==> src/rtl/adder_pkg.sv <==
// ----------------------------------------------------------------------------
// adder_pkg
//   Shared types and helpers for the multi-cycle adder controller.
//   - adder_state_e : controller FSM state (IDLE -> RUN -> DONE -> IDLE)
//   - idx_width()   : width of the chunk index counter (never below 1 bit)
// ----------------------------------------------------------------------------
package adder_pkg;

    typedef enum logic [1:0] {
        IDLE = 2'd0,
        RUN  = 2'd1,
        DONE = 2'd2
    } adder_state_e;

    // A single-chunk configuration still needs a 1-bit index register.
    function automatic int unsigned idx_width(input int unsigned n);
        return (n > 1) ? $clog2(n) : 1;
    endfunction

endpackage

==> src/rtl/chunk_adder.sv <==
// ----------------------------------------------------------------------------
// full_adder / chunk_adder
//   Purely combinational CHUNK-bit ripple-carry adder slice built from
//   full_adder cells. The controller owns a single instance and feeds it one
//   chunk of the operands per cycle.
//   Ports (chunk_adder):
//     a, b  in  CHUNK  operand chunks
//     cin   in  1      carry into bit 0
//     sum   out CHUNK  chunk sum
//     cout  out 1      carry out of the top bit
// ----------------------------------------------------------------------------
module full_adder (
    input  logic a,
    input  logic b,
    input  logic cin,
    output logic sum,
    output logic cout
);
    assign sum  = a ^ b ^ cin;
    assign cout = (a & b) | (a & cin) | (b & cin);
endmodule

module chunk_adder #(
    parameter int CHUNK = 4
) (
    input  logic [CHUNK-1:0] a,
    input  logic [CHUNK-1:0] b,
    input  logic             cin,
    output logic [CHUNK-1:0] sum,
    output logic             cout
);
    logic [CHUNK:0] c;

    assign c[0] = cin;

    for (genvar i = 0; i < CHUNK; i++) begin : g_fa
        full_adder u_fa (
            .a    (a[i]),
            .b    (b[i]),
            .cin  (c[i]),
            .sum  (sum[i]),
            .cout (c[i+1])
        );
    end

    assign cout = c[CHUNK];
endmodule

==> src/rtl/multicycle_adder_ctrl.sv <==
// ----------------------------------------------------------------------------
// multicycle_adder_ctrl
//   WIDTH-bit add/subtract computed over NCHUNK = WIDTH/CHUNK cycles by
//   reusing one CHUNK-bit adder slice, with the carry held in a register
//   between chunks. Valid/ready handshakes on the operand and result sides;
//   one operation in flight at a time.
//   Ports:
//     clk        in   1      clock, all state updates on posedge
//     reset      in   1      synchronous, active-high
//     in_valid   in   1      a, b, sub valid
//     in_ready   out  1      operands can be accepted (IDLE only)
//     a, b       in   WIDTH  operands
//     sub        in   1      1: a - b, 0: a + b
//     out_valid  out  1      result valid (DONE only)
//     out_ready  in   1      consumer takes result
//     sum        out  WIDTH  registered result
//     cout       out  1      final carry (for sub: 1 = no borrow)
//     overflow   out  1      two's-complement signed overflow
//     busy       out  1      controller not IDLE
// ----------------------------------------------------------------------------
module multicycle_adder_ctrl
    import adder_pkg::*;
#(
    parameter int WIDTH = 16,
    parameter int CHUNK = 4
) (
    input  logic             clk,
    input  logic             reset,
    input  logic             in_valid,
    output logic             in_ready,
    input  logic [WIDTH-1:0] a,
    input  logic [WIDTH-1:0] b,
    input  logic             sub,
    output logic             out_valid,
    input  logic             out_ready,
    output logic [WIDTH-1:0] sum,
    output logic             cout,
    output logic             overflow,
    output logic             busy
);

    // Guarded so a zero CHUNK reports the error instead of dividing by zero.
    localparam int NCHUNK = (CHUNK >= 1) ? (WIDTH / CHUNK) : 1;
    localparam int IDXW   = idx_width(NCHUNK);
    localparam logic [IDXW-1:0] LAST_IDX = IDXW'(NCHUNK - 1);

    if (CHUNK < 1) begin : g_bad_chunk
        $error("multicycle_adder_ctrl: CHUNK must be at least 1");
    end else if ((WIDTH % CHUNK) != 0) begin : g_bad_width
        $error("multicycle_adder_ctrl: WIDTH must be a multiple of CHUNK");
    end

    adder_state_e     state_q, state_d;
    logic [IDXW-1:0]  idx_q, idx_d;
    logic             carry_q, carry_d;
    logic [WIDTH-1:0] opa_q, opa_d;
    logic [WIDTH-1:0] opb_q, opb_d;      // b already inverted for subtract
    logic [WIDTH-1:0] sum_q, sum_d;
    logic             cout_q, cout_d;
    logic             ovf_q, ovf_d;

    logic [CHUNK-1:0] a_chunk, b_chunk, s_chunk;
    logic             c_chunk;

    // Select the operand chunk addressed by idx for the shared slice.
    always_comb begin
        a_chunk = '0;
        b_chunk = '0;
        for (int unsigned i = 0; i < NCHUNK; i++) begin
            if (idx_q == IDXW'(i)) begin
                a_chunk = opa_q[i*CHUNK +: CHUNK];
                b_chunk = opb_q[i*CHUNK +: CHUNK];
            end
        end
    end

    chunk_adder #(.CHUNK(CHUNK)) u_chunk_adder (
        .a    (a_chunk),
        .b    (b_chunk),
        .cin  (carry_q),
        .sum  (s_chunk),
        .cout (c_chunk)
    );

    always_comb begin
        state_d = state_q;
        idx_d   = idx_q;
        carry_d = carry_q;
        opa_d   = opa_q;
        opb_d   = opb_q;
        sum_d   = sum_q;
        cout_d  = cout_q;
        ovf_d   = ovf_q;

        case (state_q)
            IDLE: begin
                if (in_valid) begin
                    opa_d   = a;
                    opb_d   = b ^ {WIDTH{sub}};
                    carry_d = sub;   // +1 of the two's-complement negate
                    idx_d   = '0;
                    state_d = RUN;
                end
            end
            RUN: begin
                for (int unsigned i = 0; i < NCHUNK; i++) begin
                    if (idx_q == IDXW'(i)) begin
                        sum_d[i*CHUNK +: CHUNK] = s_chunk;
                    end
                end
                carry_d = c_chunk;
                if (idx_q == LAST_IDX) begin
                    // Top chunk: its MSB is the result sign bit.
                    cout_d  = c_chunk;
                    ovf_d   = (opa_q[WIDTH-1] == opb_q[WIDTH-1]) &&
                              (s_chunk[CHUNK-1] != opa_q[WIDTH-1]);
                    state_d = DONE;
                end else begin
                    idx_d = idx_q + 1'b1;
                end
            end
            DONE: begin
                if (out_ready) begin
                    state_d = IDLE;
                end
            end
            default: begin
                state_d = IDLE;
            end
        endcase
    end

    always_ff @(posedge clk) begin
        if (reset) begin
            state_q <= IDLE;
            idx_q   <= '0;
            carry_q <= 1'b0;
            opa_q   <= '0;
            opb_q   <= '0;
            sum_q   <= '0;
            cout_q  <= 1'b0;
            ovf_q   <= 1'b0;
        end else begin
            state_q <= state_d;
            idx_q   <= idx_d;
            carry_q <= carry_d;
            opa_q   <= opa_d;
            opb_q   <= opb_d;
            sum_q   <= sum_d;
            cout_q  <= cout_d;
            ovf_q   <= ovf_d;
        end
    end

    assign in_ready  = (state_q == IDLE);
    assign out_valid = (state_q == DONE);
    assign busy      = (state_q != IDLE);
    assign sum       = sum_q;
    assign cout      = cout_q;
    assign overflow  = ovf_q;

endmodule

==> config.mk <==
export PLATFORM = sky130hd
export DESIGN_NAME = multicycle_adder_ctrl
export DESIGN_NICKNAME = d
export VERILOG_FILES = /design/src/rtl/adder_pkg.sv /design/src/rtl/chunk_adder.sv /design/src/rtl/multicycle_adder_ctrl.sv
export SDC_FILE = /design/constraint.sdc
export NUM_CORES = 1
export LEC_CHECK = 0
export CAP_MARGIN = 20
export CORE_ASPECT_RATIO = 1.25
export CORE_MARGIN = 2
export CORE_UTILIZATION = 45
export DETAILED_ROUTE_END_ITERATION = 10
export PLACE_DENSITY = 0.87
export SLEW_MARGIN = 30
export SYNTH_ARGS = -nofsm -noshare
export SYNTH_HDL_FRONTEND = slang
export SYNTH_HIERARCHICAL = 1
export SYNTH_SLANG_ARGS = --single-unit
==> constraint.sdc <==
create_clock -name clk -period 3.8 [get_ports clk]
set_input_delay 0.76 -clock clk [delete_from_list [all_inputs] [get_ports clk]]
set_output_delay 0.76 -clock clk [all_outputs]
set_load 0.05 [all_outputs]
[Word-level counts from Yosys, hierarchy flattened]
Index checks and enable logic that the tools add are counted.
Storage, ports and cells
  word-level logic and storage cells: 82
  output and inout bits: 21
  flip-flop bits (word level): 55
Operators by class
  multiplexer cells: 17
  reductions and logical operators: 13
  bitwise operators: 29
  equality and inequality tests: 11
  add/subtract/negate cells: 1
Operators by type and width (number)
  $mux W4: 8
  $xor A16 B16 Y16: 1
  $and A1 B1 Y1: 12
  $reduce_and A2 Y1: 6
  $mux W2: 5
  $or A1 B1 Y1: 8
  $xor A1 B1 Y1: 8
  $eq A2 B2 Y1 const B: 3
  $ne A2 B2 Y1 const B: 3
  $pmux W2 S3: 1
  $reduce_and A3 Y1: 2
  $eq A2 B1 Y1 const B: 2
  $logic_not A2 Y1: 2
  $pmux W2 S2: 1
  $reduce_bool A2 Y1: 2
  $add A2 B1 Y2 const B: 1
  $ne A2 B1 Y1 const B: 1
  $pmux W1 S2: 1
  $eq A1 B1 Y1: 1
  $logic_and A1 B1 Y1: 1
  $mux W1: 1
  $ne A1 B1 Y1: 1

[Logic depth before layout (Yosys ltp)]
  depth in word-level cells: 18
  depth in mapped cells: 13

[By module]
Netlist, hierarchy kept.
By module, submodules not included
  multicycle_adder_ctrl: cells each 294, area an instance 2492.4 um2, times used 1, seq. area each 1101.1 um2
  full_adder: cells each 1, area an instance 20.0 um2, times used 4, seq. area each 0.0 um2

[Worst setup path before layout]
No wires, ideal clock.
  path type: register to register
  start point: reg idx_q[0]
  end point: reg ovf_q, in the netlist overflow
  setup slack: 139 ps
  data required time: 3705 ps
  stages on the path, launching flop included: 14
  period minus slack after synthesis: 3661 ps
  arrival: 3566 ps
  path through: dfxtp_1 inv_1 ha_1 clkbuf_1 clkbuf_1 a21oi_1 a22o_1 fa_1 fa_1 fa_1 fa_1 nor3b_1 nor2_1 a221oi_1
On the way
  word-level cells in the longest chain between the ends: 17
  elaborated cells between the ends (all ways): 32
  those cells by class: eq/ne: 4; mux: 8; bitwise: 17; reduce/logical: 3
Ends and longest elaborated chain
  start: declaration: RTL line multicycle_adder_ctrl.sv:54  | logic [IDXW-1:0] idx_q, idx_d;
  start signal: assignment: RTL line multicycle_adder_ctrl.sv:145  | idx_q <= idx_d;
  $logic_not A2 Y1: RTL line multicycle_adder_ctrl.sv:70  | if (idx_q == IDXW'(i)) begin
  $mux W4 (3 in a row): RTL line multicycle_adder_ctrl.sv:70
  $mux W4 (*): RTL line multicycle_adder_ctrl.sv:70
  net a_chunk[0]: RTL line multicycle_adder_ctrl.sv:62  | logic [CHUNK-1:0] a_chunk, b_chunk, s_chunk;
  $and A1 B1 Y1: RTL line chunk_adder.sv:20  | assign cout = (a & b) | (a & cin) | (b & cin);
  $or A1 B1 Y1 (*) (2 in a row): RTL line chunk_adder.sv:20
  net u_chunk_adder.c[1]: RTL line chunk_adder.sv:32  | logic [CHUNK:0] c;
  $and A1 B1 Y1: RTL line chunk_adder.sv:20
  [... 2 more ...]
  net u_chunk_adder.c[2]: RTL line chunk_adder.sv:32
  $and A1 B1 Y1: RTL line chunk_adder.sv:20
  $or A1 B1 Y1: RTL line chunk_adder.sv:20
  $or A1 B1 Y1 (*): RTL line chunk_adder.sv:20
  net u_chunk_adder.c[3]: RTL line chunk_adder.sv:32
  $xor A1 B1 Y1 (*): RTL line chunk_adder.sv:19  | assign sum = a ^ b ^ cin;
  net s_chunk[3]: RTL line multicycle_adder_ctrl.sv:62
  $ne A1 B1 Y1 (*): RTL line multicycle_adder_ctrl.sv:116  | (s_chunk[CHUNK-1] != opa_q[WIDTH-1]);
  $logic_and A1 B1 Y1 (*): RTL line multicycle_adder_ctrl.sv:115  | ovf_d = (opa_q[WIDTH-1] == opb_q[WIDTH-1]) &&
  end signal: assignment: RTL line multicycle_adder_ctrl.sv:151  | ovf_q <= ovf_d;
  end: declaration: RTL line multicycle_adder_ctrl.sv:60  | logic ovf_q, ovf_d;
Mark *: on every way through the listed nets, which the timed path passes. The rest lies on a longest branch.
A chain may end at the register's enable or synchronous reset.

[Final worst setup path]
  start point: reg idx_q[1]
  end point: reg ovf_q, in the netlist overflow
Same word-level chain as after synthesis.

==> results by stage <==
Run status:
- The run finished with clean final reports.

Pwr:
- The ratio of total power to cell area is 383 nW/um^2.
- The worst-case vdd ir drop is 0.000190 V.
- For this design the static power due to leakage is 1.29 nW.

Die:
- The floorplan has 30 rows.
- The total die area is 6340 sq um.
- The effective utilization at floorplan is 46.9%.
- The y dimension of the die is 88.5 microns.
- The I/O pin count is 58.
- The core area is 5480 sq um.
- The die is 71.6 microns wide.

Placement:
- Input and output buffers added on the ports amount to 57.
- Detailed placement ended at an HPWL of 4.03 mm.
- The final estimated routing congestion in global placement is 0.852.

Yosys:
- Counting flops and latches in the post-synthesis netlist gives 55.
- The basic-gate share of the synthesized area counting and, or, nand and nor cells is 16.1%.
- Yosys mapped the design onto 31 distinct sky130hd cell types.
- The number of instances in the synthesized netlist is 298.
- The synthesized netlist devotes 16.7% of its cell area to compound gates.
- The post-synthesis average cell area is 8.63 sq um.
- The summed instance area of the synthesized netlist is 2570 sq um.
- Yosys attributes the largest share of cell area to dfxtp_1 43%, mux2i_1 7.0%, a21oi_1 6.4%.
- The mux share of post-synthesis cell area is 7.00%.
- The adder-cell share of the synthesized area is 5.06%.
- The largest family of logic cells by synthesized area is compound AO/OA/AOI/OAI gates.
- The synthesized design spends more area on one cell type than any other, namely dfxtp_1.
- The post-synthesis share of cell area spent on xor and xnor gates is 5.45%.
- The synthesis warning total is 6.
- Summed over its instances, the top area cell type makes up 42.8% of the synthesized netlist area.
- The number of nets in the synthesized netlist is 343.
- The share of the yosys chip area belonging to registers is 42.8%.

STA:
- The measured slew at the worst slew-check pin is 0.895 ns.
- The shortest clock period the worst path allows after layout is 3.54 ns.
- For the final routed database, the setup TNS stands at 0 ns.
- Setup repair after global routing left no endpoint under its margin.
- The max-slew violation count is 0.
- The normalized max-slew margin is 40.2%.
- The count of endpoints failing hold in the final timing report is 0.
- The maximum clock rate is 283 MHz.
- The final number of setup-violating endpoints is 0.
- The portion of the clock cycle consumed by the worst path in the final layout is 93.1%.
- The final hold slack is 0.464 ns.
- The setup skew after layout is 0.00718 ns.

Clocking:
- TritonCTS built the clock tree.
- TritonCTS created 5 clock buffers.
- The clock sink total is 55.
- The clock passes through at most 2 buffers.
- The library cell used as clock root buffer is clkbuf_8.
- The number of hold buffers added after CTS was 0.
- The H-tree was split into 2 levels.
- For the worst-skew pair, the clock arrives at the later sink with an insertion delay of 0.31 ns.
- The register clock-pin slew on the reported worst setup and hold paths is 0.10 ns.

Finish:
- The fraction of final layout cells with drive strength greater than 1 is 7.00%.
- The top cell types in the final layout, fill and taps aside, are 56 x clkdlybuf4s50_1, 53 x dfxtp_1, 41 x nand2_1.
- The synthesis-to-finish area growth is 26.8%.
- The library cell used most frequently in the layout, excluding fill and tap cells, is clkdlybuf4s50_1.
- The antenna diode count is 0.
- The filler cells instantiated in the layout total 490.
- The number of nets in the layout is 387.

Critical path:
- The longest individual stage delay on the worst path is 0.59 ns.
- The critical register-to-register path startpoint is idx_q[1].
- The worst reg-to-reg path cell count is 12.
- The sort of element at the start of the critical path is a flop.
- Grouping stages by cell kind, the critical path spends the most delay in adder cells.
- Of all nets on the critical path, the largest fanout is 7.
- Walking the worst path, the cells encountered are inv_1, ha_2, a21oi_1, o21ai_0, a22o_1, fa_1, fa_1, fa_2, fa_2, nor3b_2, nor2_1, a221oi_1.
- The setup path with the least slack is of type reg -> reg.
- The endpoint identified for the worst register-to-register timing path is overflow.
- The required time of the worst setup path is 4.02 ns.
- Data arrives at the worst endpoint at 3.75 ns.
- The kind of end point of the critical path is a flop.
- The reg-to-reg setup timing slack is 0.26 ns.
- The cell with the largest stage delay on the worst path is fa_2.
- Counting both buffers and inverters, the worst setup path holds a total of 1.

Drt:
- The overall routed net length is 5.53 mm.
- The via count is 2180.
- The first-pass iteration count of the detailed router is 4.
- The number of antenna-violating nets in the routed design is 0.
- The detailed-route wire length per cell is 13.6 microns.
- The via-per-instance ratio is 5.36.
- In the routed design, unresolved DRC markers number 0.
- The DRC violation total after the first TritonRoute iteration is 126.

Global route:
- The first global-routing pass estimated 9.09 mm of wire.
- The number of global-route vias before repair came to 2023.
- Entering global routing, the biggest net connects 58 pins.
- The number of antenna violations at the first check in global routing is 0.
- The overflow left after global routing is 0.
- Global routing used 18.0% of the available tracks.

Min path:
- Along the worst hold path, the cell count comes to 2.
- The path type of the worst min-delay path is reg -> reg.
- The origin of the worst min-delay path is opa_q[10].
- The worst min-delay path endpoint is opa_q[10].

Run:
- Max-cap violations in this run came to 0.
-- flip-flops by register name (all words and copies together) (netlist names) --
signal and flops:
opb_q 16, state_q 2, cout 1, sum 16, overflow 1, opa_q 16, idx_q 2, carry_q 1
-- cells in the mapped netlist (all sizes together) --
cell type / number
or3b: 2
or3: 1
o32ai: 1
clkbuf: 10
a221oi: 1
nor2b: 2
ha: 4
inv: 14
buf: 15
a22o: 8
nor3b: 2
nor3: 2
mux2i: 18
nand2: 41
o21ai: 8
or2: 1
a2111oi: 1
nor2: 35
nand3b: 5
a21oi: 33
a211oi: 16
o31ai: 1
nand2b: 2
xnor2: 12
fa: 4
xor2: 4
dfxtp: 55
-- kinds of logic (layout without fill, tap and decap cells) --
logic type	count (synthesis)	in the layout
flops	55	55
xor+xnor	16	16
compound gates	69	69
simple gates	93	93
buf+inv	39	84
mux	18	18
fa+ha+maj	8	8
-- per-layer routing --
metal / GRT usage [%] / part of all wire [%] / vias to the layer above
met1: 20.9 / 42 / 1009
li1: - / - / 1082
met3: 3.87 / 6.1 / 11
met5: 0 / 0 / -
met4: 7.38 / 1.4 / 0
met2: 32.2 / 50 / 78
-- tightest hold or removal path, delay by kind of cell, from the launching register on --
family	cells	cell delay (ns)
AO/OA/AOI/OAI	1	0.05
flip-flops	1	0.32
AND/OR/NAND/NOR	1	0.05
-- report_power, final --
| group | internal, W | leakage [nW] | total [W] | switching [W] |
|---|---|---|---|---|
| Sequential | 0.000611 | 0.451 | 0.000636 | 0.0000249 |
| Clock | 0.000149 | 0.0474 | 0.000339 | 0.000190 |
| Combinational | 0.000129 | 0.794 | 0.000275 | 0.000147 |
-- area by class of cell --
cell class / instances / area [sq um] / share of cell area [%]
Clock buffer: 6 / 82.6 / 2.53
Tap cell: 64 / 80.1 / 2.45
Inverter: 14 / 52.6 / 1.61
Sequential cell: 55 / 1100 / 33.8
Clock inverter: 2 / 16.3 / 0.499
Timing Repair Buffer: 62 / 606 / 18.6
Multi-Input combinational cell: 204 / 1320 / 40.5
-- worst max-delay path by stage --
stage                        start  endpoint  slack (ns)  cells past startpoint
final                     idx_q[1]  overflow        0.26                     12
after global routing      idx_q[1]  overflow        0.03                     12
after CTS                 idx_q[0]  overflow        0.04                     12
after detailed placement  idx_q[0]  overflow        0.08                     12
after global placement    idx_q[0]  overflow        0.26                     12
after floorplan           idx_q[0]  overflow        0.14                     13
-- per-stage QoR --
stage	cells	utilization [%]	cell area [sq um]	setup slack (ns)	total power, W
finish	407	59.5	3260	0.261	0.00125
global route	407	59.5	3260	0.0313	0.00130
CTS	406	58.8	3220	0.0385	0.00124
detailed placement	398	57.0	3120	0.0848	0.000911
global placement	398	57.0	3120	0.262	0.000901
floorplan	298	-	2570	0.139	0.000820
-- repair_timing --
item / CTS / global route
endpoints found under the hold margin: 0 / 0
gates resized for setup: 0 / 9
setup endpoints to repair: 0 / 1
buffers inserted: 0 / 1
(Power assumes the default switching activity.)
